`src/rtl/mem_port_arbiter.sv`:
```
// Shares one RAM port between an instruction-fetch requester and a data requester.
// Optional MFA watchdog is compiled in by defining MEM_PORT_ARBITER_TIMEOUT_EN.
module mem_port_arbiter #(
   parameter int TIMEOUT_CYCLES = 16,
   parameter int FAIR_LIMIT     = 3
) (
   input  logic        clk,
   input  logic        rst_n,
   input  logic        if_req,
   input  logic [31:0] if_addr,
   output logic        if_gnt,
   output logic        if_done,
   input  logic        d_req,
   input  logic        d_wr,
   input  logic [31:0] d_addr,
   input  logic [31:0] d_wdata,
   input  logic [1:0]  d_size,
   output logic        d_gnt,
   output logic        d_done,
   output logic [31:0] rdata,
   output logic        err,
   output logic        MFA,
   output logic [31:0] MAR_OUT,
   output logic [31:0] MDR_OUT,
   output logic        MOP_SEL,
   output logic [1:0]  MOP_SIZE,
   input  logic        MFC,
   input  logic [31:0] MEM_DATA
);
   localparam int         SW        = (FAIR_LIMIT < 1) ? 1 : $clog2(FAIR_LIMIT + 1);
   localparam logic [1:0] SIZE_WORD = 2'd2;

   typedef enum logic [1:0] {IDLE, FETCH, DATA, DONE} state_t;
   state_t state, state_next;

   logic [SW-1:0] streak;
   logic          owner_data;
   logic          err_latched;
   logic          streak_full;
   logic          pick_fetch;
   logic          pick_data;
   logic          fetch_bad;
   logic          data_bad;
   logic          active;
   logic          timeout_hit;

   assign streak_full = (streak == SW'(FAIR_LIMIT));
   assign active      = (state == FETCH) || (state == DATA);

   always_comb begin
      pick_fetch = if_req && (!d_req || streak_full);
      pick_data  = d_req && !pick_fetch;
      fetch_bad  = (if_addr[1:0] != 2'b00);
      case (d_size)
         2'd0:    data_bad = 1'b0;
         2'd1:    data_bad = d_addr[0];
         2'd2:    data_bad = (d_addr[1:0] != 2'b00);
         default: data_bad = 1'b1;
      endcase
   end

   // Grants are issued in the IDLE cycle whose closing edge accepts the request;
   // qualifying with rst_n keeps them low while reset is held.
   assign if_gnt = rst_n && (state == IDLE) && pick_fetch;
   assign d_gnt  = rst_n && (state == IDLE) && pick_data;

`ifdef MEM_PORT_ARBITER_TIMEOUT_EN
   localparam int TW = (TIMEOUT_CYCLES < 2) ? 1 : $clog2(TIMEOUT_CYCLES);
   logic [TW-1:0] tmo_cnt;

   assign timeout_hit = active && (tmo_cnt == TW'(TIMEOUT_CYCLES - 1));

   always_ff @(posedge clk or negedge rst_n) begin
      if (!rst_n) begin
         tmo_cnt <= '0;
      end else if (active && !MFC && !timeout_hit) begin
         tmo_cnt <= tmo_cnt + 1'b1;
      end else begin
         tmo_cnt <= '0;
      end
   end
`else
   // Watchdog compiled out: an access waits for MFC indefinitely.
   assign timeout_hit = (TIMEOUT_CYCLES < 0);
`endif

   always_comb begin
      state_next = state;
      case (state)
         IDLE: begin
            if (pick_fetch) begin
               state_next = fetch_bad ? DONE : FETCH;
            end else if (pick_data) begin
               state_next = data_bad ? DONE : DATA;
            end
         end
         FETCH, DATA: begin
            if (MFC || timeout_hit) begin
               state_next = DONE;
            end
         end
         DONE:    state_next = IDLE;
         default: state_next = IDLE;
      endcase
   end

   always_ff @(posedge clk or negedge rst_n) begin
      if (!rst_n) begin
         state <= IDLE;
      end else begin
         state <= state_next;
      end
   end

   // Access registers only load on a grant, so they stay frozen while MFA is high.
   always_ff @(posedge clk or negedge rst_n) begin
      if (!rst_n) begin
         owner_data  <= 1'b0;
         err_latched <= 1'b0;
         MAR_OUT     <= '0;
         MDR_OUT     <= '0;
         MOP_SEL     <= 1'b0;
         MOP_SIZE    <= '0;
         rdata       <= '0;
      end else if (if_gnt) begin
         owner_data  <= 1'b0;
         err_latched <= fetch_bad;
         MAR_OUT     <= if_addr;
         MDR_OUT     <= '0;
         MOP_SEL     <= 1'b0;
         MOP_SIZE    <= SIZE_WORD;
      end else if (d_gnt) begin
         owner_data  <= 1'b1;
         err_latched <= data_bad;
         MAR_OUT     <= d_addr;
         MDR_OUT     <= d_wdata;
         MOP_SEL     <= d_wr;
         MOP_SIZE    <= d_size;
      end else if (active) begin
         if (MFC) begin
            err_latched <= 1'b0;
            if (!MOP_SEL) begin
               rdata <= MEM_DATA;
            end
         end else if (timeout_hit) begin
            err_latched <= 1'b1;
            rdata       <= '0;
         end
      end
   end

   // Consecutive data grants are only counted while a fetch is actually waiting.
   always_ff @(posedge clk or negedge rst_n) begin
      if (!rst_n) begin
         streak <= '0;
      end else if (!if_req || if_gnt) begin
         streak <= '0;
      end else if (d_gnt && !streak_full) begin
         streak <= streak + 1'b1;
      end
   end

   assign MFA     = active;
   assign if_done = (state == DONE) && !owner_data;
   assign d_done  = (state == DONE) && owner_data;
   assign err     = (state == DONE) && err_latched;

endmodule

```
`config.mk`:
```
export PLATFORM = sky130hd
export DESIGN_NAME = mem_port_arbiter
export DESIGN_NICKNAME = d
export VERILOG_FILES = /design/src/rtl/mem_port_arbiter.sv
export SDC_FILE = /design/constraint.sdc
export NUM_CORES = 1
export LEC_CHECK = 0
export ABC_AREA = 1
export BUFFER_PORTS_ARGS = -buffer_cell sky130_fd_sc_hd__buf_2
export CELL_PAD_IN_SITES_DETAIL_PLACEMENT = 0
export CELL_PAD_IN_SITES_GLOBAL_PLACEMENT = 1
export CORE_ASPECT_RATIO = 1.2
export CORE_MARGIN = 1.5
export CORE_UTILIZATION = 30
export DETAILED_ROUTE_END_ITERATION = 10
export PLACE_DENSITY = 0.82
export SYNTH_ARGS = -nofsm -noshare
export SYNTH_HDL_FRONTEND = slang
export SYNTH_SLANG_ARGS = --single-unit
```
`constraint.sdc`:
```
create_clock -name clk -period 4.2 [get_ports clk]
set_input_delay 1.05 -clock clk [delete_from_list [all_inputs] [get_ports clk]]
set_output_delay 1.05 -clock clk [all_outputs]
set_load 0.02 [all_outputs]
```
# Word-level counts from Yosys, hierarchy flattened
# Cells that the tools add are included.
classes:
  bitwise: 3
  n_addsub: 1
  n_eq_ne: 8
  multipliers: 0
  n_lt_le_gt_ge: 0
  shift: 0
  div_mod_pow: 0
  n_mux: 23
  n_reduce_logical: 29
ops:
  columns: ["operator", "count"]
  rows:
  - ["2-to-1 mux 32 bit", 4]
  - ["2-to-1 mux 2 bit", 8]
  - ["logical AND 1 bit", 9]
  - ["2-to-1 mux 1 bit", 9]
  - ["equality test 2 bit (second input constant)", 4]
  - ["nonzero test 2 bit", 4]
  - ["case mux 2 bit (3 select lines)", 1]
  - ["nonzero test 3 bit", 2]
  - ["logical NOT 1 bit", 5]
  - ["AND reduction 5 bit", 1]
  - ["equality test 2 x 1 -> 1 bit (second input constant)", 2]
  - ["logical NOT 2 bit", 2]
  - ["AND reduction 2 bit", 2]
  - ["logical OR 1 bit", 3]
  - ["inequality test 3 bit (second input constant)", 1]
  - ["NOT 1 bit", 3]
  - ["case mux 1 bit (3 select lines)", 1]
  - ["adder 2 x 1 -> 2 bit (second input constant)", 1]
  - ["inequality test 2 bit (second input constant)", 1]
  - ["OR reduction 2 bit", 1]
totals:
  mem_bits_rw: 0
  romBits: 0
  ff_bits: 105
  output_inout_bits: 105
  inputBits: 136
  mem_count: 0
  latchBits: 0
  elab_cells: 73

# Logic depth before layout (Yosys ltp)
# Gate-level depths: netlist (run 1).
logic_depth:
  depth_word: 9
  depth_mapped: 11

# Worst setup path after synthesis (run 1)
# OpenSTA, ideal clock, no wires.
synth_timing:
  path_kind: "input -> output"
  start: "in rst_n"
  end: "out d_gnt"
  path_buffers: 2
  arrival_ns: 1.688
  setup_slack_ns: 1.462
  required_time_ns: 3.150
  cell_stages: 6
  path_cell_list: "nand2_2 > nor2_4 > nand2_4 > inv_2 > buf_6 > buf_8"
synth_between:
  elab_chain_len: 2
synth_rtl:
  columns: ["item", "line_no", "source"]
  rows:
  - ["from (decl)", "8", "input logic rst_n,"]
  - ["logical AND 1 bit (2 in a row)", "65", "assign d_gnt = rst_n && (state == IDLE) && pick_data;"]
  - ["to (decl)", "18", "output logic d_gnt,"]
# Every way passes these cells.

# Final worst setup path (run 1)
# Same ends and word-level chain as after synthesis.

==> results.md, run 1 <==
* Status: finished clean
* # clock sinks at 105
* Area share of the largest cell type after synthesis at 0.545
* Setup TNS at 0 ns
* CTS tree: built
* Hold endpoint: rdata[6]
* Crit start category: primary input
* WL met2 at 6.45 mm
* Layout cell share with drive strength beyond 1 at 0.319
* Leakage at 0.00393 uW
* Setup-failing EPs final at 0
* Die Ht at 142 um
* Combinational Power Share at 0.449
* List of most frequent post-synthesis cells: nand2_1, dfrtp_1, inv_1, nor2_1, nand4_1
* Top FF cell, synth: dfrtp_1
* Met3 WL at 838 um
* # hold bufs at CTS at 0
* Worst Max-Slew Pin Slew at 1.06 ns
* Maxcap violations at 0
* Initial antenna violation count at 1
* Reg2reg end: MDR_OUT[25]
* Initial DRT Pass Iterations at 4
* Power Total at 4580 uW
* Seq cells post-synth at 105
* Worst-path clk slew at 0.07 ns
* Final Skew at 0.0133 ns
* Worst hold path startpoint: rdata[6]
* NetSw at 2000 uW
* Slew Viols, Final at 0
* Cell variety after synth at 23
* Placeable core area at 0.0156 mm^2
* Hpwl dp at 9.43 mm
* Register area share after synthesis at 0.545
* Area delta synth->final at 32.9%
* Hold Path Stages at 2
* H-tree Lvls at 3
* Via Count at 4,494
* Max Used Layer: met5
* Hold WC Path Type: flip-flop to flip-flop
* Slowest-stage cell, CP: buf_4
* Worst-case clock buffer depth at 2
* Fin crit share at 0.765
* Final #Nets at 989
* Net count after synthesis at 761
* CP endpoint kind: primary output
* Antenna viol nets, final at 0
* Clk Tree Root Cell: clkbuf_16
* Crit path max fanout at 34
* Global route overflow at 0
* Area leader, netlist: dfrtp_1
* CP delay by family, top: buffers and inverters
* Mapped cell area at 0.00482 mm^2
* Die area at 0.0168 mm^2
* Wire per inst at 12.5 um
* Top post-synthesis cells by area: dfrtp_1, nand2_1, inv_1, nor2_1, nand4_1
* Unrepaired setup endpoints after global routing: no
* IO Pins at 241
* # Post-CTS Setup Buffers at 0
* Residual DRC at 0
* Reg2Reg Depth at 10
* Vias in the first global route at 4,418
* DRT met1 WL at 5.54 mm
* Final Hold Viols at 0
* Largest net degree at the start of global routing at 74
* CP Cell Sequence: buf_4, nand2_2, nor2_4, nand2_4, inv_2, buf_2
* Avg Inst Size Synth at 7.75 um^2
* Die width at 119 um
* Minimum clock period at 3.21 ns
* Util after Layout at 0.410
* Fillcell total at 1,694
* CTS resizes at 0
* R2R Path Start: state[0]
* Starting density of the core at 0.308
* Asr flop ratio synth at 1.00
* CP peak stage delay at 0.37 ns
* Maximum VDD drop at 0.000199 V
* Diodes inserted at 0
* Hold_ws at 0.465 ns
* Critical Path RT at 3.15 ns
* Critical path type: primary input to primary output
* Achievable Freq at 311 MHz
* Power Density at 714 mW/mm^2
* Global-route wire length before repair at 21.7 mm
* First DRT Iteration DRCs at 208
* Gpl congestion at 0.760
* Vias per inst at 4.23
* Synth warnings at 0
* CTS Buf Count at 9
* Number of flops mapped to enable cells by yosys at 0
* Cell with the most instances after synthesis: nand2_1
* Reg power frac at 0.379
* Site Rows at 50
* Final wirelength at 13.3 mm
* Gate Count Post-Synth at 622
* # port buffers at 240
* GRT Total Usage at 0.161
* Placed cell areas at 0.00613 mm^2
* Switching part of the total power at 0.437
* WP data arrival at 2.16 ns
* Clk pwr share at 0.173
* Crit path buffers/inverters at 3
* Cell Int Power at 2570 uW
* Reg2Reg Setup Slack at 1.74 ns
* Rel. slew slack at 0.291
* Final instance area at 0.00641 mm^2
* Clock Latency Late Sink at 0.34 ns
## power by group through the flow
| stage | Sequential, uW | Combinational, uW | Clock (uW) |
|---|---|---|---|
| after floorplan | 2310 | 770 | 0 |
| after global placement | 1740 | 2080 | 0 |
| after detailed placement | 1750 | 2100 | 0 |
| after CTS | 1740 | 2100 | 827 |
| after global routing | 1790 | 2290 | 872 |
| final | 1730 | 2050 | 791 |
## layout make-up
cell class                 count  area (um^2)  share of cell area
inverter                      80          300              0.0469
multi-input combinational    409         1710               0.266
clock inverter                 6         43.8             0.00683
timing repair buffer         245         1240               0.194
clock buffer                  10          229              0.0357
sequential                   105         2630               0.410
tap                          208          260              0.0406
## how the worst max path moves through the flow
| stage | startpoint | endpoint | slack [ns] | cells past startpoint |
|---|---|---|---|---|
| final | rst_n | d_gnt | 0.99 | 6 |
| after global routing | rst_n | d_gnt | 0.81 | 6 |
| after CTS | rst_n | d_gnt | 0.94 | 6 |
| after detailed placement | rst_n | d_gnt | 0.93 | 6 |
| after global placement | rst_n | d_gnt | 0.95 | 6 |
| after floorplan | rst_n | d_gnt | 1.46 | 6 |
## registers in the layout, summed over array words and instances (netlist names)
register,count
streak,2
rdata,32
MOP_SEL,1
state,2
MDR_OUT,32
owner_data,1
err_latched,1
MAR_OUT,32
MOP_SIZE,2
## worst register-to-register path, stage by stage (launching register included)
cell,delay (ns)
dfrtp_1,0.37
inv_1,0.05
ha_1,0.26
nand2_2,0.18
inv_2,0.06
nand2_2,0.06
buf_4,0.36
nand2_4,0.32
inv_2,0.54
nand2_1,0.12
nand2_1,0.08
## routing by layer
layer / vias to the layer above / track usage
li1: 2309 / -
met4: 2 / 0.0704
met2: 170 / 0.272
met5: - / 0
met3: 31 / 0.0362
met1: 1982 / 0.197
## kinds of logic (layout without fill, tap and decap cells)
group,Yosys count,after routing,share of synthesized area
fa+ha+maj,3,3,0.00779
buf+inv,108,341,0.102
simple gates,400,400,0.339
flops,105,105,0.545
compound gates,5,5,0.00519
xor+xnor,1,1,0.00182
## layout by cell type (no fill, tap or decap), types with 2 or more instances in the layout
| master | count |
|---|---|
| a21oi_1 | 4 |
| buf_4 | 6 |
| inv_1 | 77 |
| dfrtp_1 | 105 |
| inv_2 | 3 |
| clkinv_4 | 2 |
| buf_2 | 239 |
| clkinv_2 | 2 |
| nor2_2 | 2 |
| nand2_1 | 277 |
| nand4_1 | 33 |
| nor2_1 | 76 |
| ha_1 | 3 |
| clkbuf_16 | 9 |
| nand2_4 | 2 |
| nand3_1 | 3 |
| nand2_2 | 3 |
## metrics by stage
step                instances  setup WS (ns)
global placement         1047          0.948
CTS                      1063          0.936
floorplan                 622           1.46
finish                   1063          0.989
detailed placement       1047          0.933
global route             1063          0.805
Note: power is estimated with default switching activity, not from simulation.
==> run 2, diff against run 1 <==
CORE_UTILIZATION = 29   (was 30)
clock period = 2.58 ns   (was 4.2 ns; I/O delays follow)
==> run 2 against run 1 <==
Die area increased by 3.4%; core utilization decreased by 0.98 points; via count about the same; first-iteration DRC count decreased by 1.9%; worst setup slack got worse by 0.78 ns; hold slack improved by 0.0026 ns; flip-flop and latch count unchanged; sequential power increased by 64%; wire length increased by 3.0%; register-to-register slack got worse by 1.3 ns; sequential share of layout area decreased by 0.62 points; total power increased by 70%.
==> results.md, run 2 (synthesis gave the netlist of run 1 again) <==
* Via Count at 4,496 (was 4,494)
* Slew Viols, Final at 0 (unchanged)
* Final Skew at 0.0133 ns (about the same)
* Gpl congestion at 0.786 (was 0.760)
* # hold bufs at CTS at 0 (unchanged)
* Leakage at 0.00398 uW (was 0.00393 uW)
* Clock Latency Late Sink at 0.35 ns (was 0.34 ns)
* Crit start category: flip-flop (was primary input)
* Antenna viol nets, final at 0 (unchanged)
* Util after Layout at 0.400 (was 0.410)
* GRT Total Usage at 0.158 (was 0.161)
* Final Hold Viols at 0 (unchanged)
* Reg2Reg Setup Slack at 0.44 ns (was 1.74 ns)
* Final wirelength at 13.7 mm (was 13.3 mm)
* Die width at 121 um (was 119 um)
* Final #Nets at 993 (was 989)
* Die Ht at 144 um (was 142 um)
* Maximum VDD drop at 0.000350 V (was 0.000199 V)
* Placed cell areas at 0.00617 mm^2 (was 0.00613 mm^2)
* Vias per inst at 4.19 (was 4.23)
* Achievable Freq at 421 MHz
* Critical Path RT at 1.93 ns (was 3.15 ns)
* Initial DRT Pass Iterations at 4 (unchanged)
* Area delta synth->final at 35.0% (was 32.9%)
* Hold WC Path Type: flip-flop to flip-flop (unchanged)
* Placeable core area at 0.0163 mm^2 (was 0.0156 mm^2)
* Residual DRC at 0 (unchanged)
* Unrepaired setup endpoints after global routing: no (unchanged)
* CTS resizes at 0 (unchanged)
* Worst-path clk slew at 0.07 ns (about the same)
* CP endpoint kind: primary output (unchanged)
* Final instance area at 0.00651 mm^2 (was 0.00641 mm^2)
* IO Pins at 241 (unchanged)
* Setup TNS at 0 ns (unchanged)
* Top flop regs: MAR_OUT (32), MDR_OUT (32), rdata (32) (unchanged)
* Layout cell share with drive strength beyond 1 at 0.324 (was 0.319)
* Fin crit share at 0.921
* Site Rows at 51 (was 50)
* Power Density at 1190 mW/mm^2 (was 714 mW/mm^2)
* Minimum clock period at 2.38 ns
* Fillcell total at 1,784 (was 1,694)
* Setup-failing EPs final at 0 (unchanged)
* Die area at 0.0174 mm^2 (was 0.0168 mm^2)
* Initial antenna violation count at 3 (was 1)
* Largest net degree at the start of global routing at 67 (was 74)
* # Post-CTS Setup Buffers at 0 (unchanged)
* Rel. slew slack at 0.442 (was 0.291)
* CTS Buf Count at 9 (unchanged)
* Wire per inst at 12.8 um (was 12.5 um)
* Global route overflow at 0 (unchanged)
* Worst-case clock buffer depth at 2 (unchanged)
* Most frequent cells in the layout: nand2_1, buf_2, dfrtp_1 (unchanged)
* Worst Max-Slew Pin Slew at 0.836 ns (was 1.06 ns)
* WP data arrival at 1.73 ns (was 2.16 ns)
* Status: finished clean (unchanged)
* Global-route wire length before repair at 21.5 mm (was 21.7 mm)
* Starting density of the core at 0.296 (was 0.308)
* First DRT Iteration DRCs at 204 (was 208)
* Vias in the first global route at 4,270 (was 4,418)
* H-tree Lvls at 3 (unchanged)
* # port buffers at 240 (unchanged)
* Critical path type: flip-flop to primary output (was primary input to primary output)
* Crit path max fanout at 5 (was 34)
* Clk Tree Root Cell: clkbuf_16 (unchanged)
* Hpwl dp at 9.88 mm (was 9.43 mm)
* # clock sinks at 105 (unchanged)
* Maxcap violations at 0 (unchanged)
* CTS tree: built (unchanged)
* Commonest non-fill, non-tap cell in the layout: nand2_1 (unchanged)
[run 2: cell count changes in the layout (fill, tap and decap cells not counted), sizes merged]
cell      change
clkinvlp      -1
buf           +4
diode         +1
inv           +2
bufinv        +2
clkinv        -3
[run 2: worst paths after layout]
path,startpoint,end,cells past startpoint
worst max-delay path,state[0],d_gnt,7
worst min-delay path,MDR_OUT[4],MDR_OUT[4],2
worst max register to register,state[0],MAR_OUT[31],10
worst min register to register,MDR_OUT[4],MDR_OUT[4],2
max in group asynchronous,rst_n,rdata[8],3
min in group asynchronous,rst_n,rdata[14],2
[run 2: area by class of cell]
cell class,count,area [um^2],share of cell area
diodes,1,2.50,0.000385
clock buffers,10,239,0.0367
clock inverters,6,95.1,0.0146
inverters,80,300,0.0462
multi-input cells,409,1710,0.262
flip-flops and latches,105,2630,0.404
well taps,212,265,0.0408
repair buffers,249,1270,0.195
[run 2: power by group]
group          internal (uW)  leakage [uW]  total (uW)  switching, uW
Combinational           1120       0.00254        3380           2260
Clock                    890      0.000164        1540            647
Sequential              2430       0.00128        2840            413
[run 2: through the flow]
stage	total power (uW)	setup slack (ns)	cells	hold slack [ns]
2_1_floorplan	5020	0.614	622	0.349
3_3_place_gp	6250	0.447	1055	0.449
3_5_place_dp	6310	0.394	1055	0.453
4_1_cts	7880	0.164	1071	0.471
5_1_grt	8330	0.0769	1072	0.483
6_report	7760	0.205	1072	0.467
[run 2: routing by layer]
layer	vias up	track usage	part of all wire
li1	2319	-	-
met1	1987	0.199	0.43
met2	157	0.260	0.48
met3	31	0.0276	0.053
met4	2	0.0830	0.033
met5	-	0	0.00095
[run 2: critical path: stages, from the launching register on]
cell and delay (ns):
dfrtp_1 0.40, inv_1 0.07, ha_1 0.25, nand2_2 0.17
nor2_4 0.16, nand2_4 0.10, inv_2 0.06, buf_2 0.18
